### config.mk
export PLATFORM = sky130hd
export DESIGN_NAME = fpu_issue_ctrl
export DESIGN_NICKNAME = d
export VERILOG_FILES = /design/src/rtl/fpu_issue_ctrl.sv
export SDC_FILE = /design/constraint.sdc
export NUM_CORES = 1
export LEC_CHECK = 0
export BUFFER_PORTS_ARGS = -buffer_cell sky130_fd_sc_hd__buf_2
export CELL_PAD_IN_SITES_DETAIL_PLACEMENT = 1
export CELL_PAD_IN_SITES_GLOBAL_PLACEMENT = 1
export CORE_MARGIN = 3
export CORE_UTILIZATION = 30
export DETAILED_ROUTE_END_ITERATION = 8
export PLACE_DENSITY_LB_ADDON = 0.1
export SLEW_MARGIN = 10
export SYNTH_ARGS = -nofsm -noshare
export SYNTH_HDL_FRONTEND = slang
export SYNTH_SLANG_ARGS = --single-unit
### constraint.sdc
create_clock -name clk_i -period 2.8 [get_ports clk_i]
set_clock_uncertainty 0.05 [all_clocks]
set_input_delay 0.28 -clock clk_i [delete_from_list [all_inputs] [get_ports clk_i]]
set_output_delay 0.28 -clock clk_i [all_outputs]
set_load 0.01 [all_outputs]
### src/rtl/fpu_issue_ctrl.sv
// -----------------------------------------------------------------------------
// fpu_issue_ctrl
//
// Purpose:
//   Initiator-side controller for the FPU request/response handshake. It takes
//   host commands, tags each with a reorder slot index, and issues them to the
//   FPU through a one-entry issue register. Results may come back out of order.
//   They are parked in a tag-indexed reorder buffer and retired to the host in
//   program order. The status bits of retired results are ORed into sticky
//   fflags.
//
// Ports:
//   clk_i, rst_i            clock, synchronous active-high reset
//   cmd_*                   host command channel (valid/ready + payload)
//   fpu_*_o, fpu_in_*       FPU request channel (registered payload + tag)
//   fpu_flush_o             FPU flush, follows flush_i combinationally
//   fpu_result_i .. fpu_out_ready_o   FPU response channel (tagged)
//   rsp_*                   in-order response channel to the host
//   fflags_o, fflags_clr_i  sticky exception flags and their clear
//   flush_i                 abort every outstanding op
//   outstanding_o, idle_o   occupancy / idle indication (idle also needs !fpu_busy_i)
//   proto_err_o             sticky: result arrived for a free or already-filled slot
//
// Optional feature (macro FPU_ISSUE_TIMEOUT_EN):
//   Adds the sticky output timeout_o. A watchdog counts the cycles during
//   which the oldest slot is reserved but still has no result. It sets
//   timeout_o when the count reaches TimeoutCycles.
// -----------------------------------------------------------------------------
module fpu_issue_ctrl #(
  parameter int Width         = 16,
  parameter int Depth         = 4,
  parameter int TagWidth      = $clog2(Depth),
  parameter int TimeoutCycles = 256
) (
  input  logic                       clk_i,
  input  logic                       rst_i,
  // host command channel
  input  logic                       cmd_valid_i,
  output logic                       cmd_ready_o,
  input  logic [3*Width-1:0]         cmd_operands_i,
  input  logic [3:0]                 cmd_op_i,
  input  logic                       cmd_op_mod_i,
  input  logic [2:0]                 cmd_rnd_mode_i,
  input  logic [2:0]                 cmd_src_fmt_i,
  input  logic [2:0]                 cmd_dst_fmt_i,
  // FPU request channel
  output logic [3*Width-1:0]         fpu_operands_o,
  output logic [3:0]                 fpu_op_o,
  output logic                       fpu_op_mod_o,
  output logic [2:0]                 fpu_rnd_mode_o,
  output logic [2:0]                 fpu_src_fmt_o,
  output logic [2:0]                 fpu_dst_fmt_o,
  output logic [TagWidth-1:0]        fpu_tag_o,
  output logic                       fpu_in_valid_o,
  input  logic                       fpu_in_ready_i,
  output logic                       fpu_flush_o,
  // FPU response channel
  input  logic [Width-1:0]           fpu_result_i,
  input  logic [4:0]                 fpu_status_i,
  input  logic [TagWidth-1:0]        fpu_tag_i,
  input  logic                       fpu_out_valid_i,
  output logic                       fpu_out_ready_o,
  // host response channel
  output logic                       rsp_valid_o,
  input  logic                       rsp_ready_i,
  output logic [Width-1:0]           rsp_result_o,
  output logic [4:0]                 rsp_status_o,
  // flags / control / status
  output logic [4:0]                 fflags_o,
  input  logic                       fflags_clr_i,
  input  logic                       flush_i,
  output logic [$clog2(Depth):0]     outstanding_o,
  output logic                       idle_o,
  input  logic                       fpu_busy_i,
`ifdef FPU_ISSUE_TIMEOUT_EN
  output logic                       timeout_o,
`endif
  output logic                       proto_err_o
);

  localparam int CntWidth = $clog2(Depth) + 1;

  // ---------------------------------------------------------------------------
  // State
  // ---------------------------------------------------------------------------
  logic [TagWidth-1:0] wr_ptr_reg;
  logic [TagWidth-1:0] rd_ptr_reg;
  logic [CntWidth-1:0] count_reg;

  // Issue register
  logic                iss_valid_reg;
  logic [3*Width-1:0]  iss_operands_reg;
  logic [3:0]          iss_op_reg;
  logic                iss_op_mod_reg;
  logic [2:0]          iss_rnd_mode_reg;
  logic [2:0]          iss_src_fmt_reg;
  logic [2:0]          iss_dst_fmt_reg;
  logic [TagWidth-1:0] iss_tag_reg;

  // Reorder buffer: per-slot reserved/valid bits plus result storage
  logic [Depth-1:0]    rsv_reg;
  logic [Depth-1:0]    rsv_next;
  logic [Depth-1:0]    vld_reg;
  logic [Depth-1:0]    vld_next;
  logic [Width-1:0]    res_mem [Depth];
  logic [4:0]          sts_mem [Depth];

  logic [4:0]          fflags_reg;
  logic                proto_err_reg;

  // ---------------------------------------------------------------------------
  // Handshake qualifiers
  // ---------------------------------------------------------------------------
  logic issue_hs;
  logic accept;
  logic cmpl;
  logic cmpl_ok;
  logic retire;

  assign issue_hs = iss_valid_reg && fpu_in_ready_i;

  // A free issue register, or one that drains this very cycle, can take a new
  // command. Slot space was reserved at accept, so count<Depth is the only
  // capacity limit.
  assign cmd_ready_o = !rst_i && !flush_i && (count_reg < CntWidth'(Depth)) &&
                       (!iss_valid_reg || issue_hs);
  assign accept      = cmd_valid_i && cmd_ready_o;

  assign fpu_out_ready_o = !rst_i && !flush_i;
  assign cmpl            = fpu_out_valid_i && fpu_out_ready_o;
  assign cmpl_ok         = cmpl && rsv_reg[fpu_tag_i] && !vld_reg[fpu_tag_i];

  assign rsp_valid_o  = vld_reg[rd_ptr_reg];
  assign rsp_result_o = res_mem[rd_ptr_reg];
  assign rsp_status_o = sts_mem[rd_ptr_reg];
  // The response handshake is suppressed while a flush is in progress.
  assign retire       = rsp_valid_o && rsp_ready_i && !flush_i && !rst_i;

  // ---------------------------------------------------------------------------
  // Issue register
  // ---------------------------------------------------------------------------
  always_ff @(posedge clk_i) begin
    if (rst_i || flush_i) begin
      iss_valid_reg <= 1'b0;
    end else if (accept) begin
      iss_valid_reg <= 1'b1;
    end else if (issue_hs) begin
      iss_valid_reg <= 1'b0;
    end
  end

  // The payload has no reset. It is only observed while iss_valid_reg is set,
  // and it is held until the handshake because accept needs a draining register.
  always_ff @(posedge clk_i) begin
    if (accept) begin
      iss_operands_reg <= cmd_operands_i;
      iss_op_reg       <= cmd_op_i;
      iss_op_mod_reg   <= cmd_op_mod_i;
      iss_rnd_mode_reg <= cmd_rnd_mode_i;
      iss_src_fmt_reg  <= cmd_src_fmt_i;
      iss_dst_fmt_reg  <= cmd_dst_fmt_i;
      iss_tag_reg      <= wr_ptr_reg;
    end
  end

  assign fpu_in_valid_o = iss_valid_reg;
  assign fpu_operands_o = iss_operands_reg;
  assign fpu_op_o       = iss_op_reg;
  assign fpu_op_mod_o   = iss_op_mod_reg;
  assign fpu_rnd_mode_o = iss_rnd_mode_reg;
  assign fpu_src_fmt_o  = iss_src_fmt_reg;
  assign fpu_dst_fmt_o  = iss_dst_fmt_reg;
  assign fpu_tag_o      = iss_tag_reg;
  assign fpu_flush_o    = flush_i;

  // ---------------------------------------------------------------------------
  // Reorder slot bookkeeping
  // An accept and a retire can never target the same slot in one cycle. An
  // accept at wr_ptr==rd_ptr implies count==0, so that slot holds no result.
  // ---------------------------------------------------------------------------
  generate
    for (genvar gi = 0; gi < Depth; gi++) begin : g_slot
      logic acc_here;
      logic ret_here;
      logic cmp_here;

      assign acc_here = accept  && (wr_ptr_reg == TagWidth'(gi));
      assign ret_here = retire  && (rd_ptr_reg == TagWidth'(gi));
      assign cmp_here = cmpl_ok && (fpu_tag_i  == TagWidth'(gi));

      assign rsv_next[gi] = acc_here ? 1'b1 : (ret_here ? 1'b0 : rsv_reg[gi]);
      assign vld_next[gi] = cmp_here ? 1'b1 : (ret_here ? 1'b0 : vld_reg[gi]);
    end
  endgenerate

  always_ff @(posedge clk_i) begin
    if (rst_i || flush_i) begin
      rsv_reg <= '0;
      vld_reg <= '0;
    end else begin
      rsv_reg <= rsv_next;
      vld_reg <= vld_next;
    end
  end

  always_ff @(posedge clk_i) begin
    if (cmpl_ok) begin
      res_mem[fpu_tag_i] <= fpu_result_i;
      sts_mem[fpu_tag_i] <= fpu_status_i;
    end
  end

  // ---------------------------------------------------------------------------
  // Pointers and occupancy
  // Depth is a power of two, so the pointers wrap naturally.
  // ---------------------------------------------------------------------------
  always_ff @(posedge clk_i) begin
    if (rst_i || flush_i) begin
      wr_ptr_reg <= '0;
      rd_ptr_reg <= '0;
      count_reg  <= '0;
    end else begin
      wr_ptr_reg <= wr_ptr_reg + TagWidth'(accept);
      rd_ptr_reg <= rd_ptr_reg + TagWidth'(retire);
      count_reg  <= count_reg + CntWidth'(accept) - CntWidth'(retire);
    end
  end

  assign outstanding_o = count_reg;
  assign idle_o        = (count_reg == '0) && !fpu_busy_i;

  // ---------------------------------------------------------------------------
  // Sticky flags. A flush keeps both fflags and proto_err. When a retire and a
  // clear happen in the same cycle, the status of the retiring result survives.
  // ---------------------------------------------------------------------------
  always_ff @(posedge clk_i) begin
    if (rst_i) begin
      fflags_reg <= '0;
    end else if (!flush_i) begin
      fflags_reg <= (fflags_clr_i ? 5'b0 : fflags_reg) |
                    (retire ? rsp_status_o : 5'b0);
    end
  end

  always_ff @(posedge clk_i) begin
    if (rst_i) begin
      proto_err_reg <= 1'b0;
    end else if (cmpl && !cmpl_ok) begin
      proto_err_reg <= 1'b1;
    end
  end

  assign fflags_o    = fflags_reg;
  assign proto_err_o = proto_err_reg;

`ifdef FPU_ISSUE_TIMEOUT_EN
  // ---------------------------------------------------------------------------
  // Watchdog on the oldest outstanding op. The counter saturates at the limit
  // so that it cannot wrap back below it.
  // ---------------------------------------------------------------------------
  localparam int ToWidth = $clog2(TimeoutCycles + 1);
  localparam logic [ToWidth-1:0] ToLimit = ToWidth'(TimeoutCycles);

  logic [ToWidth-1:0] to_cnt_reg;
  logic               timeout_reg;
  logic               head_waiting;

  assign head_waiting = rsv_reg[rd_ptr_reg] && !vld_reg[rd_ptr_reg];

  always_ff @(posedge clk_i) begin
    if (rst_i || flush_i) begin
      to_cnt_reg  <= '0;
      timeout_reg <= 1'b0;
    end else begin
      if (retire) begin
        to_cnt_reg <= '0;
      end else if (head_waiting && (to_cnt_reg != ToLimit)) begin
        to_cnt_reg <= to_cnt_reg + 1'b1;
      end
      if (to_cnt_reg == ToLimit) begin
        timeout_reg <= 1'b1;
      end
    end
  end

  assign timeout_o = timeout_reg;
`endif

endmodule

==> impl_results.md <==
* # fillers at 1968
* Max reg flops at 64
* Worst-path maximum fanout at 7
* Most common cell after layout, fill and taps aside: buf_2
* Max Buffers Root-to-Sink at 2
* Biggest register: res_mem
* Die Wd at 147 µm
* Most frequent cells in the layout: buf_2, edfxtp_1, dlygate4sd3_1, dfxtp_1, mux4_2
* Gpl congestion at 0.718
* Endpoints failing hold at 0
* PortBufs at 193
* Crit-path max cell delay at 500 ps
* Worst hold path cell count at 1
* Synth Area per Inst at 20.9 µm²
* Utilization after layout at 0.434
* Clk root buf: clkbuf_16
* Post-DR vias/cell at 4.37
* DR iter-0 viols at 142
* Leak Pwr at 3.22 nW
* Fmax at 0.405 GHz
* Crit path cell chain: mux4_2 -> and3_4 -> ha_1 -> inv_1 -> ha_1 -> inv_1 -> fa_1 -> xor2_1 -> xnor2_1 -> nor2_1
* Synth Flop Type: edfxtp_1
* Required time of the critical path at 3050 ps
* CTS tree: yes
* Die Footprint at 21700 µm²
* Post-synthesis sequential area ratio at 0.816
* Number of global-route vias before repair at 3972
* Initial cell density of the core at 0.307
* Chip Height at 147 µm
* Arrival time worst endpoint at 2720 ps
* Total track usage at 0.146
* CP Capture Type: flip-flop
* Post-synth EDFFs at 148
* Worst vdd ir at 416 µV
* I/O Pins at 194
* YS warnings at 0
* Pwr dens at 618 nW/µm²
* H-tree depth at 4
* Share of layout cells above drive strength 1 at 0.447
* DR WL/cell at 19.2 µm
* Clk sinks at 170
* ANT nets after route at 0
* Dpl cells at 743
* Async SR Flop Fraction at 0
* Clk pin slew, worst setup/hold paths at 60 ps
* Synthesized flop and latch total at 170
* Largest net degree at the start of global routing at 62
* Setup-failing EPs final at 0
* Worst-Skew Late Latency at 410 ps
* Final HPWL DP at 10400 µm
* Initial antenna violation count at 1
* Startpoint types: flip-flop
* Maxcap violations at 0
* R2r worst-path depth at 10
* Worst r2r src: rd_ptr_reg[0]$_SDFF_PP0_
* Synth unique cells at 36
* Post-CTS Setup Inserts at 0
* Capture point of the worst reg-to-reg path: outstanding_o[2]$_SDFF_PP0_
* R2r setup slk at 330 ps
* Area Overhead vs Synth at 41.5%
* TNS Setup at 0 ps
* DR vias at 3656
* Cts repair resizes at 0
* Slowest-stage cell, CP: mux4_2
* Syn Inst Count at 286
* GRT overflow at 0
* Fin. max-slew vios at 0
* Synthesized area at 5990 µm²
* First-pass GRT wire length at 23800 µm
* Core area at 19500 µm²
* Slew headroom at 0.660
* Period utilization at 0.881
* Routed WL at 16000 µm
* DRC errors left at 0
* CTS Hold Bufs at 60
* Mapped Nets at 385
* Total CTS buffers at 17
* Fin crit period at 2470 ps
* Hold endpoint: res_mem[1][1]$_DFFE_PP_
* Site row count at 51
* Nets at 657
* Layout Cells excl Fill at 837
* Run status: complete, no violations
* RSZ-0062 raised after global routing: false
* DRT Pass-1 Iters at 4
* Worst-Margin Slew at 510 ps
* Min-delay src: fpu_result_i[1]
* Worst Hold Class: in2reg
* WS Path Type: reg2reg
==> synth_stat cells, types with 2 or more instances <==
library cell,instances,share of area
edfxtp_1,148,0.74
dfxtp_1,22,0.074
mux4_2,19,0.071
nor2_1,13,0.0082
inv_1,8,0.0050
a21oi_1,7,0.0059
nand2_1,7,0.0044
o21ai_0,6,0.0050
a22oi_1,5,0.0063
buf_2,4,0.0033
ha_1,4,0.0084
mux4_1,4,0.018
nor2b_1,4,0.0042
and2_1,3,0.0031
clkbuf_1,3,0.0019
nand3b_1,3,0.0038
xnor2_1,3,0.0044
buf_6,2,0.0038
inv_2,2,0.0013
nand4_1,2,0.0021
o21a_1,2,0.0025
==> kinds of logic (layout without fill, tap and decap cells) <==
| family | count (synthesis) | in the layout | synth area share |
|---|---|---|---|
| simple gates | 42 | 42 | 0.0385 |
| mux | 23 | 23 | 0.0890 |
| fa+ha+maj | 5 | 5 | 0.0117 |
| xor+xnor | 4 | 4 | 0.00585 |
| compound gates | 22 | 22 | 0.0226 |
| flops | 170 | 170 | 0.816 |
| other cells | 0 | 1 | 0 |
| buf+inv | 20 | 305 | 0.0165 |
==> through the flow <==
step,total power (W),setup WS (ps),area [µm²],hold slack (ps)
floorplan,0.00289,125,5990,302
global placement,0.00301,317,7300,407
detailed placement,0.00302,289,7300,409
CTS,0.00530,304,8460,1.88
global route,0.00542,218,8470,17.2
finish,0.00523,333,8470,26.3
==> cell type report <==
cell class,instances,area [µm²],area share
Antenna cell,1,2.50,0.000295
Clock buffer,17,425,0.0502
Clock inverter,15,126,0.0149
Inverter,10,37.5,0.00443
Multi-Input combinational cell,96,1000,0.118
Sequential cell,170,4890,0.577
Tap cell,265,332,0.0391
Timing Repair Buffer,263,1660,0.196
==> metal layers <==
layer | vias to the layer above | routed length, µm | track usage
met2 | 161 | 7750 | 0.243
li1 | 1680 | - | -
met1 | 1794 | 6600 | 0.175
met3 | 19 | 1430 | 0.0580
met4 | 2 | 263 | 0.0475
met5 | - | 7 | 0
==> power by group <==
part	switching, W	total (W)	internal [W]
Clock	0.000970	0.00219	0.00122
Sequential	0.00000932	0.00279	0.00278
Combinational	0.000112	0.000243	0.000132
==> worst max path at each step <==
stage | from | endpoint | slack (ps) | cells past startpoint
floorplan | rd_ptr_reg[0]$_SDFF_PP0_ | outstanding_o[2]$_SDFF_PP0_ | 120 | 12
global placement | rst_i | outstanding_o[2]$_SDFF_PP0_ | 320 | 12
detailed placement | rst_i | outstanding_o[2]$_SDFF_PP0_ | 290 | 12
CTS | rd_ptr_reg[0]$_SDFF_PP0_ | rsp_status_o[1] | 300 | 3
global route | rd_ptr_reg[0]$_SDFF_PP0_ | outstanding_o[2]$_SDFF_PP0_ | 220 | 10
finish | rd_ptr_reg[0]$_SDFF_PP0_ | outstanding_o[2]$_SDFF_PP0_ | 330 | 10
==> worst max-delay path: cells and delay by family, from the launching register on <==
kind | cells | cell delay [ps]
xor gates and xnor gates | 2 | 300
and+or+nand+nor | 2 | 280
buffers and inverters | 2 | 110
muxes | 1 | 500
adders and majority gates | 3 | 770
DFF | 1 | 340
Note: power is estimated with default switching activity, not from simulation.
